## config.mk

```make
export PLATFORM = sky130hd
export DESIGN_NAME = reaction_timer_ctrl
export DESIGN_NICKNAME = d
export VERILOG_FILES = /design/src/rtl/reaction_timer_ctrl.sv
export SDC_FILE = /design/constraint.sdc
export NUM_CORES = 1
export LEC_CHECK = 0
export CAP_MARGIN = 10
export CORE_AREA = 2 2 113 115
export CTS_CLUSTER_SIZE = 28
export DETAILED_ROUTE_END_ITERATION = 10
export DIE_AREA = 0 0 115 117
export PLACE_DENSITY = 0.57
export SLEW_MARGIN = 20
export SYNTH_ARGS = -nofsm -noshare
export SYNTH_HDL_FRONTEND = slang
export SYNTH_SLANG_ARGS = --single-unit
```

## constraint.sdc

```tcl
create_clock -name clk -period 2.6 [get_ports clk]
set_input_delay 0.26 -clock clk [delete_from_list [all_inputs] [get_ports clk]]
set_output_delay 0.26 -clock clk [all_outputs]
set_load 0.01 [all_outputs]
```

## src/rtl/reaction_timer_ctrl.sv

```systemverilog
// Reaction-time game controller: random wait, go cue, BCD millisecond timing, best-time tracking.
// Define HISCORE_CLR_EN to add the clr_hi input that resets the best time from IDLE or RESULT.
module reaction_timer_ctrl #(
  parameter int CLKS_PER_MS = 50000,
  parameter int WAIT_MIN_MS = 1000
) (
  input  logic        clk,
  input  logic        reset,
  input  logic        start,
  input  logic        stop,
  input  logic        show_hi,
`ifdef HISCORE_CLR_EN
  input  logic        clr_hi,
`endif
  output logic [3:0]  ones,
  output logic [3:0]  tenths,
  output logic [3:0]  hundreths,
  output logic [3:0]  thousandths,
  output logic [15:0] hiscore,
  output logic        hienable,
  output logic        go_led,
  output logic        false_start
);

  localparam int PW = $clog2(CLKS_PER_MS);
  localparam logic [PW-1:0] PRESC_LAST = PW'(CLKS_PER_MS - 1);
  localparam int DW_RAW = $clog2(WAIT_MIN_MS + 1024);
  localparam int DW = (DW_RAW < 11) ? 11 : DW_RAW;
  localparam logic [15:0] BCD_MAX = 16'h9999;

  typedef enum logic [1:0] {
    IDLE   = 2'd0,
    WAIT   = 2'd1,
    TIMING = 2'd2,
    RESULT = 2'd3
  } state_t;

  state_t         state_q;
  logic [9:0]     lfsr_q;
  logic [PW-1:0]  presc_q;
  logic [PW-1:0]  presc_d;
  logic [DW-1:0]  delayMs_q;
  logic [15:0]    digits_q;
  logic [15:0]    digits_d;
  logic [15:0]    hiscore_q;
  logic           hienable_q;
  logic           goLed_q;
  logic           falseStart_q;
  logic           tick;
  logic           resultView;

  // Four-digit BCD increment; each digit wraps 9 -> 0 and carries into the next one up.
  function automatic logic [15:0] bcdInc(input logic [15:0] v);
    logic [15:0] r;
    logic        carry;
    r     = v;
    carry = 1'b1;
    for (int i = 0; i < 4; i++) begin
      if (carry) begin
        if (r[4*i +: 4] == 4'd9) begin
          r[4*i +: 4] = 4'd0;
        end else begin
          r[4*i +: 4] = r[4*i +: 4] + 4'd1;
          carry       = 1'b0;
        end
      end
    end
    return r;
  endfunction

  always_comb begin
    tick       = (presc_q == PRESC_LAST);
    presc_d    = tick ? '0 : presc_q + 1'b1;
    digits_d   = bcdInc(digits_q);
    resultView = (state_q == IDLE) || (state_q == RESULT);
  end

  // Round sequencer; every output is a register updated here so nothing leaks combinationally.
  always_ff @(posedge clk) begin
    if (reset) begin
      state_q      <= IDLE;
      lfsr_q       <= 10'h001;
      presc_q      <= '0;
      delayMs_q    <= '0;
      digits_q     <= '0;
      hiscore_q    <= BCD_MAX;
      hienable_q   <= 1'b0;
      goLed_q      <= 1'b0;
      falseStart_q <= 1'b0;
    end else begin
      lfsr_q     <= {lfsr_q[8:0], lfsr_q[9] ^ lfsr_q[6]};
      presc_q    <= presc_d;
      hienable_q <= show_hi && resultView;

      case (state_q)
        IDLE, RESULT: begin
          if (start) begin
            state_q      <= WAIT;
            delayMs_q    <= DW'(WAIT_MIN_MS) + DW'(lfsr_q);
            digits_q     <= '0;
            falseStart_q <= 1'b0;
            presc_q      <= '0;
          end
        end

        WAIT: begin
          if (stop) begin
            state_q      <= RESULT;
            digits_q     <= BCD_MAX;
            falseStart_q <= 1'b1;
          end else if (tick) begin
            if (delayMs_q == '0) begin
              state_q <= TIMING;
              goLed_q <= 1'b1;
              presc_q <= '0;
            end else begin
              delayMs_q <= delayMs_q - 1'b1;
            end
          end
        end

        TIMING: begin
          // A stop coinciding with a tick freezes the pre-tick value.
          if (stop) begin
            state_q <= RESULT;
            goLed_q <= 1'b0;
            if (digits_q < hiscore_q) begin
              hiscore_q <= digits_q;
            end
          end else if (tick) begin
            if (digits_q == BCD_MAX) begin
              state_q <= RESULT;
              goLed_q <= 1'b0;
            end else begin
              digits_q <= digits_d;
            end
          end
        end

        default: state_q <= IDLE;
      endcase

`ifdef HISCORE_CLR_EN
      if (clr_hi && resultView) begin
        hiscore_q <= BCD_MAX;
      end
`endif
    end
  end

  assign ones        = digits_q[15:12];
  assign tenths      = digits_q[11:8];
  assign hundreths   = digits_q[7:4];
  assign thousandths = digits_q[3:0];
  assign hiscore     = hiscore_q;
  assign hienable    = hienable_q;
  assign go_led      = goLed_q;
  assign false_start = falseStart_q;

endmodule

```

* Word level (Yosys, flattened, before mapping)
Index checks and enable logic that the tools add are counted.
** Storage, ports and cells
- Input port bits :: 5
- Logic and storage cells :: 109
- Register bits :: 74
** Cells by class
- Bitwise logic cells :: 1
- Reductions and logical operators :: 16
- Add/sub/neg operators :: 7
- Multiplexer cells :: 47
- $lt $le $gt $ge :: 1
- Eq/ne operators :: 25
** Operator list (number)
- 16-bit 2-to-1 mux :: 10
- 16-bit case mux with 3 select lines :: 1
- 11-bit 2-to-1 mux :: 4
- 16-bit == test (second input constant) :: 2
- 16-bit case mux with 2 select lines :: 1
- 4-bit 2-to-1 mux :: 7
- 2-bit inequality test (second input constant) :: 12
- 6-bit AND reduction :: 4
- 11-bit case mux with 2 select lines :: 1
- 16-bit by 1-bit adder with 16-bit output (second input constant) :: 1
- 4-bit by 1-bit adder with 4-bit output (second input constant) :: 4
- 4-bit == test (second input constant) :: 4
- 16-bit less-than comparator :: 1
- 5-bit AND reduction :: 3
- 2-bit 2-to-1 mux :: 7
- 1-bit 2-to-1 mux :: 13
- 3-bit inequality test (second input constant) :: 4
- 10-bit by 10-bit adder with 11-bit output (first input constant) :: 1
- 11-bit logical NOT :: 1
- 11-bit by 1-bit subtractor with 11-bit output (second input constant) :: 1
- 2-bit case mux with 3 select lines :: 1
- 3-bit AND reduction :: 2
- 2-bit == test (second input constant) :: 2
- 1-bit case mux with 2 select lines :: 2
- other kinds (7) :: 8

* Logic depth before layout (Yosys ltp)
- Depth after elaboration :: 9
- Depth in mapped cells :: 8
- Mapped depth without buffers :: 7

* Worst setup path after synthesis
OpenSTA, ideal clock, no wires.
- Path kind :: register -> register
- Start :: register hiscore_q[14], in the netlist hiscore[14]
- End :: register hiscore_q[10], in the netlist hiscore[10]
- Library setup time :: 0.121 ns
- Arrival time :: 2.074 ns
- Required time :: 2.479 ns
- Cell stages (with the launch flop) :: 8
- Path slack :: 0.405 ns
- Cell sequence :: dfxtp_1 inv_1 ha_1 nand4_1 or3_1 o311a_1 nand3_1 mux2_2
** Between the ends
- Longest elaborated chain between the ends :: 2
** RTL lines
- start, declared :: line 45 : logic [15:0] hiscore_q;
- start signal, assigned :: line 128 : hiscore_q <= digits_q;
- 16-bit less-than comparator :: line 127 : if (digits_q < hiscore_q) begin
- 3-bit AND reduction (no source line)
Every way passes these cells.
A chain may end at the register's enable or synchronous reset.

* Worst setup path in the final report
- Start :: register digits_q[0]
- End :: register digits_q[13]
** Between the ends
- Longest elaborated chain between the ends :: 6
- Elaborated cells on any way between the ends :: 8
- Those cells by class :: 4 x eq/ne; 3 x mux; 1 x reduce/logical
** RTL lines
- start, declared :: line 43 : logic [15:0] digits_q;
- start signal, assigned :: line 135 : digits_q <= digits_d;
- 4-bit == test :: line 60 : if (r[4*i +: 4] == 4'd9) begin
- 1-bit 2-to-1 mux :: line 60
- 1-bit 2-to-1 mux (2 in a row) :: line 59 : if (carry) begin
- 2-bit inequality test (no source line)
- 6-bit AND reduction (no source line) *
Every way passes the cells marked *; elsewhere a longest branch is shown, timed or not.

==> reports/qor.txt <==
R2R Setup Slk = 0.17 ns
F_max = 411 MHz
Largest net degree at the start of global routing = 33
WL met3 = 544 um
ANT nets after route = 0
Top sig layer = met4
RR Startpoint = digits_q[0]
# Max-Cap Violations = 0
Area grow syn2layout = 19.5%
CTS clk-pin slew, worst paths = 0.06 ns
Post-layout min period = 2.43 ns
Port bufs = 39
Worst hold endpoint = hienable
# nets final = 588
Required time worst endpoint = 2.84 ns
Clock tree buffer depth = 2
RSZ-0062 raised after global routing = false
Status = finished, final reports clean
Synth cell types = 70
DRT met1 WL = 5.23 mm
Maximum vdd drop = 0.000335 V
Path type of the worst min-delay path = input pin to flop
PostCTS Resize Cnt = 0
Die width = 115 um
Final setup violation count = 0
# rows = 41
Crit path capture type = flop
Post-CTS Hold Fix Bufs = 0
Via-per-instance ratio = 5.33
Clk sinks = 74
Pre-CTS setup slack = 0.187 ns
CP startpoint kind = flop
IO Pins = 40
Core Footprint = 12300 um^2
Clk Tree Root Cell = clkbuf_16
First-pass GRT wire length = 18.1 mm
Cell Area, Synth = 4450 um^2
Combined area of the multi-input logic cells = 2720 um^2
Diode count = 0
Routed wl met2 = 4.84 mm
Routed vias = 3783
Vias in the first global route = 3644
Postcts setup bufs = 0
Seq/Total Area, Yosys = 33.3%
Total die area = 13500 um^2
Wire per inst = 15.3 um
Worst Setup Path Type = flop to flop
Register Area = 1480 um^2
Routed WL = 10.9 mm
Slew Limit Fails = 0
Worst reg2reg path depth = 6
Syn Area/Cell = 8.77 um^2
DR iter-0 viols = 192
Tot Pwr = 4.44 mW
Clock H-tree levels = 3
PwrDens = 835 nW/um^2
Dpl cells = 694
Fill cell count = 1228
Setup TNS = 0 ns
Gr usage total = 17.2%
Pleak = 2.06 nW
Post-synth top flop = dfxtp_1
Initial antenna violation count = 0
Number of synthesized flops with an enable pin = 0
WHS Path Cells = 2
Worst clock skew = 0.00742 ns
Placer Congestion = 0.841
Fraction of layout cells with a size suffix above 1 = 11.3%
Worst rel slew slack = 56.9%
Cell count after synthesis = 508
Async SR Flop Fraction = 0%
Setup WS post-layout = 0.165 ns
Hold Fails Final Rpt = 0
CTS tree = yes
HPWL Detailed = 8.06 mm
Starting Density = 36.2%
Finished Layout Cells = 710
Crit Path Max Fanout = 7
Reg2reg end = digits_q[13]
Hold_sp = reset
Period utilization = 93.6%
Gr ovfl total = 0
CP arrival = 2.67 ns
Initial DRT Pass Iterations = 4
Syn_nets = 541
Ys Warns = 0
Seq cells post-synth = 74
Total CTS buffers = 9
# DRC = 0
Worst skew pair latency = 0.34 ns
Worst Tran Pin Value = 0.646 ns
Chip height = 117 um
cell usage in the layout, fill, tap and decap left out, drive strengths merged, types with 15 or more instances in the layout:
cell           Yosys  routed
dfxtp             74      74
nor2              58      58
clkdlybuf4s50      0      38
inv               29      29
ha                28      28
nand2             27      27
nand2b            24      24
mux2i             24      24
o21ai             22      22
a21oi             20      20
buf                5      19
nor3              15      15
cells by family (layout without fill, tap and decap cells):
family                   Yosys count  count (layout)  synth area share [%]
multiplexers                      27              27                  6.15
XOR/XNOR                          21              21                  4.13
AND/OR/NAND/NOR                  213             213                  27.4
flip-flops                        74              74                  33.3
AO/OA/AOI/OAI                     95              95                  15.5
adder cells (fa/ha/maj)           28              28                  7.87
buffers and inverters             50             102                  5.67
per-layer routing:
| layer | vias up | global-route usage (%) |
|---|---|---|
| met3 | 23 | 3.50 |
| met1 | 1756 | 22.3 |
| li1 | 1919 | - |
| met5 | - | 0 |
| met4 | 0 | 8.27 |
| met2 | 85 | 27.6 |
worst max path at each step:
stage          slack (ns)  cells past startpoint   startpoint           end
5_1_grt              0.03                      6  digits_q[0]   digits_q[8]
6_report             0.17                      6  digits_q[0]  digits_q[13]
4_1_cts              0.17                      6  digits_q[0]  digits_q[13]
3_3_place_gp         0.19                      6  digits_q[0]  digits_q[13]
2_1_floorplan        0.40                      7  hiscore[14]   hiscore[10]
3_5_place_dp         0.19                      6  digits_q[0]  digits_q[13]
synthesized netlist by cell type (3+ instances only):
| master | number | area [um^2] |
|---|---|---|
| a2111oi_0 | 4 | 35.0 |
| a211oi_1 | 5 | 37.5 |
| a21o_1 | 3 | 22.5 |
| a21oi_1 | 20 | 100 |
| a31o_2 | 3 | 26.3 |
| a31oi_1 | 7 | 43.8 |
| and2_1 | 4 | 25.0 |
| and3_1 | 6 | 37.5 |
| and4_1 | 5 | 43.8 |
| buf_6 | 3 | 33.8 |
| clkbuf_1 | 12 | 45.0 |
| clkbuf_8 | 4 | 55.1 |
| dfxtp_1 | 74 | 1480 |
| ha_1 | 28 | 350 |
| inv_1 | 29 | 109 |
| mux2_2 | 3 | 33.8 |
| mux2i_1 | 24 | 240 |
| nand2_1 | 27 | 101 |
| nand2b_1 | 24 | 150 |
| nand3_1 | 13 | 65.1 |
| nand3b_1 | 6 | 45.0 |
| nand4_1 | 5 | 31.3 |
| nand4b_1 | 3 | 26.3 |
| nor2_1 | 58 | 218 |
| nor2b_1 | 14 | 87.6 |
| nor3_1 | 15 | 75.1 |
| nor3b_1 | 4 | 30.0 |
| nor4_1 | 5 | 31.3 |
| o21ai_0 | 17 | 85.1 |
| o21ai_1 | 4 | 20.0 |
| o31ai_1 | 5 | 37.5 |
| or2_2 | 3 | 18.8 |
| or3_1 | 3 | 18.8 |
| or4_1 | 3 | 22.5 |
| or4_4 | 3 | 33.8 |
| xnor2_1 | 8 | 70.1 |
| xor2_1 | 13 | 114 |
flip-flops by register name, indices dropped and copies added, names as in the netlist:
name	flops
presc_q	16
lfsr_q	10
state_q	2
false_start	1
digits_q	16
go_led	1
hiscore	16
delayMs_q	11
hienable	1
where the power goes:
part / internal, mW / switching, mW
clock: 0.790 / 0.494
sequential: 1.28 / 0.156
combinational: 0.724 / 1.01
final cells by class:
class | instances | area share (%)
multi-input combinational | 384 | 51.1
tap | 150 | 3.53
inverter | 29 | 2.04
clock inverter | 5 | 0.987
clock buffer | 11 | 4.75
timing repair buffer | 57 | 9.78
sequential | 74 | 27.8
worst max-delay path, cell delays in order (launching register included):
cell and delay [ns]:
dfxtp_1 0.47, ha_1 0.23, nand3b_1 0.26, or2_2 0.43
o41ai_4 0.58, a21oi_1 0.13, a31o_2 0.22
stage by stage:
| step | hold WS (ns) | utilization (%) | area [um^2] |
|---|---|---|---|
| finish | 0.449 | 43.2 | 5320 |
| detailed placement | 0.447 | 40.8 | 5020 |
| floorplan | 0.383 | - | 4450 |
| global route | 0.478 | 43.2 | 5320 |
| CTS | 0.427 | 43.2 | 5320 |
| global placement | 0.423 | 40.8 | 5020 |
No activity file was read; power rests on OpenSTA's default activity.
